===== src/rtl/ahbl_pkg.sv =====
// Shared AHB-Lite encodings, master indices and the address-phase attribute
// bundle used by the two-master arbiter.
package ahbl_pkg;

    typedef enum logic [1:0] {
        HTRANS_IDLE   = 2'b00,
        HTRANS_BUSY   = 2'b01,
        HTRANS_NONSEQ = 2'b10,
        HTRANS_SEQ    = 2'b11
    } htrans_e;

    localparam int   NUM_MST = 2;
    localparam logic MST_CPU = 1'b0;
    localparam logic MST_DMA = 1'b1;

    typedef struct packed {
        logic [31:0] haddr;
        logic [2:0]  hsize;
        logic        hwrite;
    } ahb_addr_t;

    // IDLE and BUSY carry no address phase; only NONSEQ/SEQ are requests.
    function automatic logic htrans_active(input logic [1:0] t);
        return (t == HTRANS_NONSEQ) || (t == HTRANS_SEQ);
    endfunction

endpackage


===== src/rtl/ahbl_arb_in_stage.sv =====
// Per-master input stage: holds an accepted-but-ungranted address phase and
// presents either that pending phase or the live bus to the arbiter.
import ahbl_pkg::*;

module ahbl_arb_in_stage (
    input  logic       clk_i,
    input  logic       rst_ni,
    input  ahb_addr_t  live_i,
    input  logic [1:0] htrans_i,
    input  logic       hready_i,
    input  logic       grant_i,
    output logic       req_o,
    output logic       pend_valid_o,
    output ahb_addr_t  attr_o
);

    logic      live_req;
    logic      pend_valid_q, pend_valid_d;
    ahb_addr_t pend_q, pend_d;

    assign live_req = htrans_active(htrans_i) && hready_i;

    always_comb begin
        pend_valid_d = pend_valid_q;
        pend_d       = pend_q;
        if (grant_i) begin
            pend_valid_d = 1'b0;
        end else if (live_req) begin
            pend_valid_d = 1'b1;
            pend_d       = live_i;
        end
    end

    always_ff @(posedge clk_i or negedge rst_ni) begin
        if (!rst_ni) begin
            pend_valid_q <= 1'b0;
            pend_q       <= '0;
        end else begin
            pend_valid_q <= pend_valid_d;
            pend_q       <= pend_d;
        end
    end

    // A pending master sees HREADY low, so it never has a live request too.
    assign req_o        = pend_valid_q || live_req;
    assign pend_valid_o = pend_valid_q;
    assign attr_o       = pend_valid_q ? pend_q : live_i;

endmodule


===== src/rtl/ahbl_arb2.sv =====
// Two-master AHB-Lite arbiter (CPU on M0, DMAC on M1) onto a single slave,
// with zero-latency bypass, per-master pending slot and round-robin option.
import ahbl_pkg::*;

module ahbl_arb2 #(
    parameter int RR = 1
) (
    input  logic        HCLK,
    input  logic        HRESETn,
    input  logic [31:0] M0_HADDR,
    input  logic [1:0]  M0_HTRANS,
    input  logic [2:0]  M0_HSIZE,
    input  logic        M0_HWRITE,
    input  logic [31:0] M0_HWDATA,
    output logic        M0_HREADY,
    output logic [31:0] M0_HRDATA,
    input  logic [31:0] M1_HADDR,
    input  logic [1:0]  M1_HTRANS,
    input  logic [2:0]  M1_HSIZE,
    input  logic        M1_HWRITE,
    input  logic [31:0] M1_HWDATA,
    output logic        M1_HREADY,
    output logic [31:0] M1_HRDATA,
    output logic [31:0] S_HADDR,
    output logic [1:0]  S_HTRANS,
    output logic [2:0]  S_HSIZE,
    output logic        S_HWRITE,
    output logic [31:0] S_HWDATA,
    output logic        S_HREADY,
    input  logic        S_HREADYOUT,
    input  logic [31:0] S_HRDATA
);

    ahb_addr_t [NUM_MST-1:0]        live, attr;
    logic      [NUM_MST-1:0][1:0]   htrans;
    logic      [NUM_MST-1:0][31:0]  hwdata;
    logic      [NUM_MST-1:0]        hready, req, pend_valid, grant;
    logic pri, gidx, grant_any;
    logic dp_valid_q, dp_valid_d, dp_owner_q, dp_owner_d, last_grant_q, last_grant_d;

    assign live[0]   = '{haddr: M0_HADDR, hsize: M0_HSIZE, hwrite: M0_HWRITE};
    assign live[1]   = '{haddr: M1_HADDR, hsize: M1_HSIZE, hwrite: M1_HWRITE};
    assign htrans[0] = M0_HTRANS;
    assign htrans[1] = M1_HTRANS;
    assign hwdata[0] = M0_HWDATA;
    assign hwdata[1] = M1_HWDATA;

    for (genvar i = 0; i < NUM_MST; i++) begin : g_in
        ahbl_arb_in_stage u_in (
            .clk_i        (HCLK),
            .rst_ni       (HRESETn),
            .live_i       (live[i]),
            .htrans_i     (htrans[i]),
            .hready_i     (hready[i]),
            .grant_i      (grant[i]),
            .req_o        (req[i]),
            .pend_valid_o (pend_valid[i]),
            .attr_o       (attr[i])
        );
        // A master granted from pending is still pending this cycle, so
        // ~pend_valid already covers that case.
        assign hready[i] = (dp_valid_q && dp_owner_q == 1'(i)) ? S_HREADYOUT : ~pend_valid[i];
    end

    always_comb begin
        pri   = (RR != 0) ? ~last_grant_q : MST_CPU;
        grant = '0;
        gidx  = MST_CPU;
        if (HRESETn && S_HREADYOUT) begin
            if (req[pri]) begin
                grant[pri] = 1'b1;
                gidx       = pri;
            end else if (req[~pri]) begin
                grant[~pri] = 1'b1;
                gidx        = ~pri;
            end
        end
    end

    assign grant_any = |grant;

    always_comb begin
        dp_valid_d   = dp_valid_q;
        dp_owner_d   = dp_owner_q;
        last_grant_d = last_grant_q;
        if (S_HREADYOUT) begin
            dp_valid_d = grant_any;
            if (grant_any) begin
                dp_owner_d   = gidx;
                last_grant_d = gidx;
            end
        end
    end

    // last_grant resets to M1 so the first round-robin decision favours M0.
    always_ff @(posedge HCLK or negedge HRESETn) begin
        if (!HRESETn) begin
            dp_valid_q   <= 1'b0;
            dp_owner_q   <= MST_CPU;
            last_grant_q <= MST_DMA;
        end else begin
            dp_valid_q   <= dp_valid_d;
            dp_owner_q   <= dp_owner_d;
            last_grant_q <= last_grant_d;
        end
    end

    assign S_HADDR   = attr[gidx].haddr;
    assign S_HSIZE   = attr[gidx].hsize;
    assign S_HWRITE  = attr[gidx].hwrite;
    assign S_HTRANS  = grant_any ? HTRANS_NONSEQ : HTRANS_IDLE;
    assign S_HWDATA  = hwdata[dp_owner_q];
    assign S_HREADY  = S_HREADYOUT;
    assign M0_HREADY = hready[0];
    assign M1_HREADY = hready[1];
    assign M0_HRDATA = S_HRDATA;
    assign M1_HRDATA = S_HRDATA;

endmodule


===== config.mk =====
export PLATFORM = sky130hd
export DESIGN_NAME = ahbl_arb2
export DESIGN_NICKNAME = d
export VERILOG_FILES = /design/src/rtl/ahbl_pkg.sv /design/src/rtl/ahbl_arb_in_stage.sv /design/src/rtl/ahbl_arb2.sv
export SDC_FILE = /design/constraint.sdc
export NUM_CORES = 1
export LEC_CHECK = 0
export ABC_AREA = 1
export ABC_CLOCK_PERIOD_IN_PS = 2200
export BUFFER_PORTS_ARGS = -buffer_cell sky130_fd_sc_hd__buf_2
export CORE_AREA = 2 2 137 105
export DETAILED_ROUTE_END_ITERATION = 8
export DIE_AREA = 0 0 139 107
export HOLD_SLACK_MARGIN = 0.08
export PLACE_DENSITY = 0.7
export SLEW_MARGIN = 10
export SYNTH_ARGS = -nofsm -noshare
export SYNTH_HDL_FRONTEND = slang
export SYNTH_SLANG_ARGS = --single-unit

===== constraint.sdc =====
create_clock -name HCLK -period 2.2 [get_ports HCLK]
set_input_delay 0.22 -clock HCLK [delete_from_list [all_inputs] [get_ports HCLK]]
set_output_delay 0.22 -clock HCLK [all_outputs]
set_load 0.05 [all_outputs]

==> reports/summary.txt, run 1 <==
Routed WL = 15900 µm
Via count = 5176
Static leakage = 3.95 nW
Tot GR Track Use = 0.203
Core region area = 13500 µm²
Worst setup EP type = output port
Data required time of the critical path = 1.98 ns
Number of storage elements in the synthesis netlist = 77
Setup Total Neg Slack = 0 ns
GRT met3 Usage = 0.0849
Maximum clock rate = 0.476 GHz
PD cells = 1670 nW/µm²
First-pass GRT wire length = 24300 µm
Post-synth top area cell = dfrtp_1
Area occupied by multi-input gates = 2600 µm²
H-tree levels = 3
Arrival time at the worst endpoint = 1.88 ns
CTS tree = built
Average footprint of a synthesized cell = 7.04 µm²
DRC = 0
Cell chosen for the clock root = clkbuf_16
Post-Syn Instances = 757
Relative slew slack = 0.332
Die outline width = 139 µm
Shortest clock period the worst path allows after layout = 2.10 ns
Met1 GRT Util = 0.277
Maximum net fanout on the critical path = 29
GR Util met2 = 0.306
Placed Cells incl. Taps = 1050
Number of hold buffers added after cts = 0
Post-Layout Cell Count = 1073
DP Wirelength = 10600 µm
Leading cell types by total area after synthesis = dfrtp_1 36%, nand2_1 28%, buf_4 9.9%
Fillcell total = 1343
Placer congestion estimate = 0.822
Number of routed nets with antenna violations = 0
Number of pins with negative max-slew slack in the final report = 0
Area added between synthesis and finish = 25.5%
Buffer levels on the longest clock path = 2
Share of layout cells above drive strength 1 = 0.316
Most common cell after layout, fill and taps aside = nand2_1
# setup viols final = 0
Gr busiest metal = met2
Final global-route overflow total = 0
Standard-cell row count = 37
Starting density of the core = 0.394
Vias in the first global route = 4788
Type of element launching the critical path = register
Sinks on Clock Net = 77
Post-route clock skew = 0.00482 ns
Peak supply drop = 0.000991 V
Type of the tightest min-delay check = input port to register
First-pass iteration count of the detailed router = 5
Largest net degree at the start of global routing = 78
Port Buffers = 212
Post-synth cell types = 23
Num CTS Buffers = 9
Sequential cell area fraction in the yosys report = 0.362
Transition time at the pin with the least slew margin = 1.00 ns
Storage cell area = 1930 µm²
Net Count, Synth = 932
Cell Area, Synth = 5330 µm²
Clk slew on worst S/H paths = 0.06 ns
Initial antenna violation count = 0
Warnings from Yosys = 0
Critical path type = register to output port
Die area = 14900 µm²
Clk_lat worst skew = 0.33 ns
Final worst-path cycle share = 0.955
Total number of nets in the final design = 1067
Status = completed
Area of all placed cells without fillers = 6690 µm²
Highest-count cells in the layout ignoring fill and taps = 393 x nand2_1, 174 x buf_2, 75 x nand3_1, 75 x dfrtp_1, 36 x mux2i_1
Number of I/O pins = 312
Die Height = 107 µm
Total placed instance area = 5970 µm²
Number of vias per cell after detailed routing = 4.82
Number of DRC violations after detailed-routing iteration 0 = 317
Max capacitance violation total = 0
Area share of the largest cell type after synthesis = 0.357
Average wire length per cell after detail routing = 14.8 µm
Total power after layout = 11.2 mW
Number of endpoints with negative hold slack in the final report = 0
per-layer routing:
metal	wire, µm	vias up
met4	79	0
met1	7430	2389
met3	1500	11
li1	-	2597
met5	0	-
met2	6910	179
registers in the layout, summed over array words and instances, names as in the netlist:
signal,cells
g_in.u_in.pend_q,72
last_grant_q,1
g_in.u_in.pend_valid_o,2
dp_valid_q,1
dp_owner_q,1
critical path, stage by stage, from the launching register on:
cell and delay (ns):
dfrtp_1 0.40, inv_4 0.07, nand3_1 0.10, nand3_2 0.11, nand2_2 0.07, nand2_4 0.09
nand2_8 0.11, clkbuf_16 0.23, o21ai_1 0.17, buf_6 0.18
worst paths after layout:
| path | slack [ns] | cells past startpoint | start | endpoint |
|---|---|---|---|---|
| setup / recovery | 0.1 | 9 | dp_owner_q$_DFFE_PN0P_ | S_HADDR[24] |
| hold / removal | 0.13 | 3 | M1_HADDR[19] | g_in[1].u_in.pend_q[23]$_DFFE_PN0P_ |
| setup reg to reg | 0.25 | 12 | dp_owner_q$_DFFE_PN0P_ | g_in[1].u_in.pend_q[25]$_DFFE_PN0P_ |
| hold reg to reg | 0.47 | 2 | g_in[1].u_in.pend_q[20]$_DFFE_PN0P_ | g_in[1].u_in.pend_q[20]$_DFFE_PN0P_ |
| max in group asynchronous | 1.30 | 2 | HRESETn | g_in[1].u_in.pend_valid_o$_DFFE_PN0P_ |
| min in group asynchronous | 0.18 | 2 | HRESETn | g_in[0].u_in.pend_q[16]$_DFFE_PN0P_ |
cell usage after synthesis:
cell type,number
inv_2,3
buf_12,1
buf_4,70
nand3_2,1
nand2_4,3
dfrtp_1,76
mux2i_1,36
o21ai_1,17
o21ai_2,9
buf_6,14
inv_1,8
nand3_1,75
conb_1,1
a21boi_0,2
clkbuf_1,14
nand2_1,395
dfstp_2,1
nand2_2,3
buf_2,8
o211ai_1,2
o21ai_0,12
inv_4,1
buf_1,5
what timing repair did:
item | 4_1_cts | 5_1_grt
buffers inserted | 0 | 1
setup endpoints to repair | 27 | 37
pin swaps | 0 | 2
gates resized for setup | 40 | 47
gates cloned | 0 | 5
logic make-up (layout without fill, tap and decap cells):
family	count (synthesis)	count (layout)	share of synthesized area
other	1	3	0.000704
and+or+nand+nor	477	477	0.360
muxes	36	36	0.0676
buffers and inverters	124	263	0.162
DFF	77	77	0.362
AOI/OAI and AO/OA	42	42	0.0477
layout make-up:
| cell class | instances | area share |
|---|---|---|
| antenna | 2 | 0.000749 |
| clock buffer | 11 | 0.0348 |
| clock inverter | 4 | 0.0110 |
| inverter | 12 | 0.00711 |
| multi-input combinational | 556 | 0.389 |
| sequential | 77 | 0.289 |
| tap | 175 | 0.0328 |
| timing repair buffer | 236 | 0.235 |
report_power, final:
part	total, mW	switching (mW)	internal, mW	leakage [nW]
registers	2.44	0.350	2.09	0.950
clock network	1.56	0.567	0.988	0.150
logic	7.16	4.86	2.30	2.85
total	11.2	5.78	5.37	3.95
stage by stage:
| step | worst slack (ns) | util | hold WS (ns) |
|---|---|---|---|
| 2_1_floorplan | -0.223 | - | -0.0756 |
| 3_3_place_gp | 0.230 | 0.442 | 0.441 |
| 3_5_place_dp | 0.204 | 0.442 | 0.441 |
| 4_1_cts | -0.000375 | 0.473 | 0.118 |
| 5_1_grt | -0.0363 | 0.494 | 0.132 |
| 6_report | 0.0985 | 0.495 | 0.128 |
Power figures use the tool's default switching activity.
==> inputs of run 2 (changes only) <==
Settings changed: ABC_CLOCK_PERIOD_IN_PS 2200 to 2700, CTS_BUF_LIST from default to sky130_fd_sc_hd__clkbuf_4 sky130_fd_sc_hd__clkbuf_8.
Clock period 2.2 ns to 2.7 ns, I/O delays scaled along.
==> reports/summary.txt, run 2 (synthesis results as in run 1) <==
Status = completed
Die area = 14900 µm²
Critical register-to-register path startpoint = g_in[1].u_in.pend_valid_o$_DFFE_PN0P_
Register ranked first by flip-flop count = g_in.u_in.pend_q
Area of all placed cells without fillers = 6170 µm²
Total power after layout = 8.10 mW
Static leakage = 3.75 nW
Worst-case setup margin in the final layout = 0.178 ns
Post CTS Setup Buffer Count = 0
Die outline width = 139 µm
Highest-count cells in the layout ignoring fill and taps = 395 x nand2_1, 211 x buf_2, 75 x nand3_1, 75 x dfrtp_1, 36 x mux2i_1
Arrival time at the worst endpoint = 2.25 ns
Post-placement worst setup slack = 0.478 ns
Initial antenna violation count = 1
Worst setup EP type = output port
Die Height = 107 µm
Share of layout cells above drive strength 1 = 0.299
Standard-cell row count = 37
Worst min-delay path startpoint = M1_HSIZE[1]
Peak supply drop = 0.000842 V
Max capacitance violation total = 0
Worst-case reg-to-reg path depth = 9
First-pass iteration count of the detailed router = 4
Starting density of the core = 0.394
Post-route clock skew = 0.0133 ns
First-pass GRT wire length = 25000 µm
Vias in the first global route = 4904
Routed WL = 15100 µm
RSZ-0062 raised after global routing = false
Shortest clock period the worst path allows after layout = 2.52 ns
Total number of nets in the final design = 1060
Placer congestion estimate = 0.828
Via count = 5112
Number of endpoints with negative hold slack in the final report = 0
Cell chosen for the clock root = clkbuf_8
Setup Total Neg Slack = 0 ns
Number of I/O pins = 312
Critical path type = input port to output port
FF-to-FF setup slack = 0.49 ns
Clk_lat worst skew = 0.36 ns
Flip-flop count of the largest register after layout = 72
Fillcell total = 1393
Core region area = 13500 µm²
WHS Endpoint = g_in[1].u_in.pend_q[2]$_DFFE_PN0P_
Data required time of the critical path = 2.43 ns
DP Wirelength = 10600 µm
Sinks on Clock Net = 77
Final global-route overflow total = 0
Maximum clock rate = 0.396 GHz
Area added between synthesis and finish = 15.9%
Largest net degree at the start of global routing = 43
Maximum net fanout on the critical path = 28
# setup viols final = 0
Buffer levels on the longest clock path = 2
Clk slew on worst S/H paths = 0.09 ns
H-tree levels = 3
PD cells = 1310 nW/µm²
Number of DRC violations after detailed-routing iteration 0 = 286
Transition time at the pin with the least slew margin = 0.704 ns
Tot GR Track Use = 0.210
Finished Core Util = 0.457
Type of element launching the critical path = input port
Average wire length per cell after detail routing = 14.1 µm
Reg-to-reg critical path endpoint = g_in[0].u_in.pend_q[5]$_DFFE_PN0P_
Number of stages on the worst hold path = 3
Number of vias per cell after detailed routing = 4.80
Total placed instance area = 5960 µm²
Type of the tightest min-delay check = input port to register
Port Buffers = 212
Number of routed nets with antenna violations = 0
Num CTS Buffers = 9
Relative slew slack = 0.531
Count of instances resized after the clock tree is built = 0
Number of pins with negative max-slew slack in the final report = 0
CTS tree = built
Most common cell after layout, fill and taps aside = nand2_1
Final worst-path cycle share = 0.934
DRC = 0
[run 2: where the power goes]
group          internal [mW]  switching [mW]  total (mW)
clock network          0.486           0.436       0.922
registers               1.70           0.287        1.98
logic                   1.41            3.78        5.19
[run 2: cell type report]
cell class	instances	area [µm²]	share of cell area
clock inverters	3	46.3	0.00750
well taps	175	219	0.0355
clock buffers	13	160	0.0259
repair buffers	229	1230	0.199
inverters	12	47.5	0.00770
multi-input cells	556	2540	0.411
diodes	1	2.50	0.000405
flip-flops and latches	77	1930	0.312
[run 2: how the worst max path moves through the flow]
stage                                                      from                             endpoint  slack, ns  depth (start not counted)
after global routing                                    HRESETn                           S_HADDR[1]      0.006                          9
final                                                   HRESETn                          S_HADDR[22]       0.18                          9
after detailed placement  g_in[1].u_in.pend_valid_o$_DFFE_PN0P_  g_in[0].u_in.pend_q[18]$_DFFE_PN0P_       0.48                          9
after global placement    g_in[1].u_in.pend_valid_o$_DFFE_PN0P_  g_in[0].u_in.pend_q[18]$_DFFE_PN0P_       0.53                          9
after floorplan                          dp_owner_q$_DFFE_PN0P_                           S_HADDR[0]       0.23                          9
after CTS                                               HRESETn                          S_HADDR[22]       0.17                          9
[run 2: per-stage QoR]
stage,hold slack (ns),std cells
final,0.151,1066
after global routing,0.126,1066
after CTS,0.124,1065
after detailed placement,0.402,1048
after global placement,0.400,1048
after floorplan,-0.0256,757
[run 2: per-layer routing]
metal | vias to the layer above | wire [µm] | track usage
met2 | 198 | 6300 | 0.314
met3 | 11 | 1390 | 0.0804
li1 | 2581 | - | -
met5 | - | 0 | 0
met4 | 0 | 87 | 0.0354
met1 | 2322 | 7300 | 0.292
[run 2: critical path: stages]
cell and delay, ns:
dlygate4sd3_1 0.56, buf_4 0.15, o211ai_1 0.13, inv_1 0.13, nand2_4 0.29, buf_12 0.23
nand2_1 0.07, o21ai_1 0.10, buf_2 0.29
[run 2: repair_timing]
action	4_1_cts	5_1_grt
endpoints found under the setup margin	0	0
endpoints found under the hold margin	35	0
hold buffers	1	0
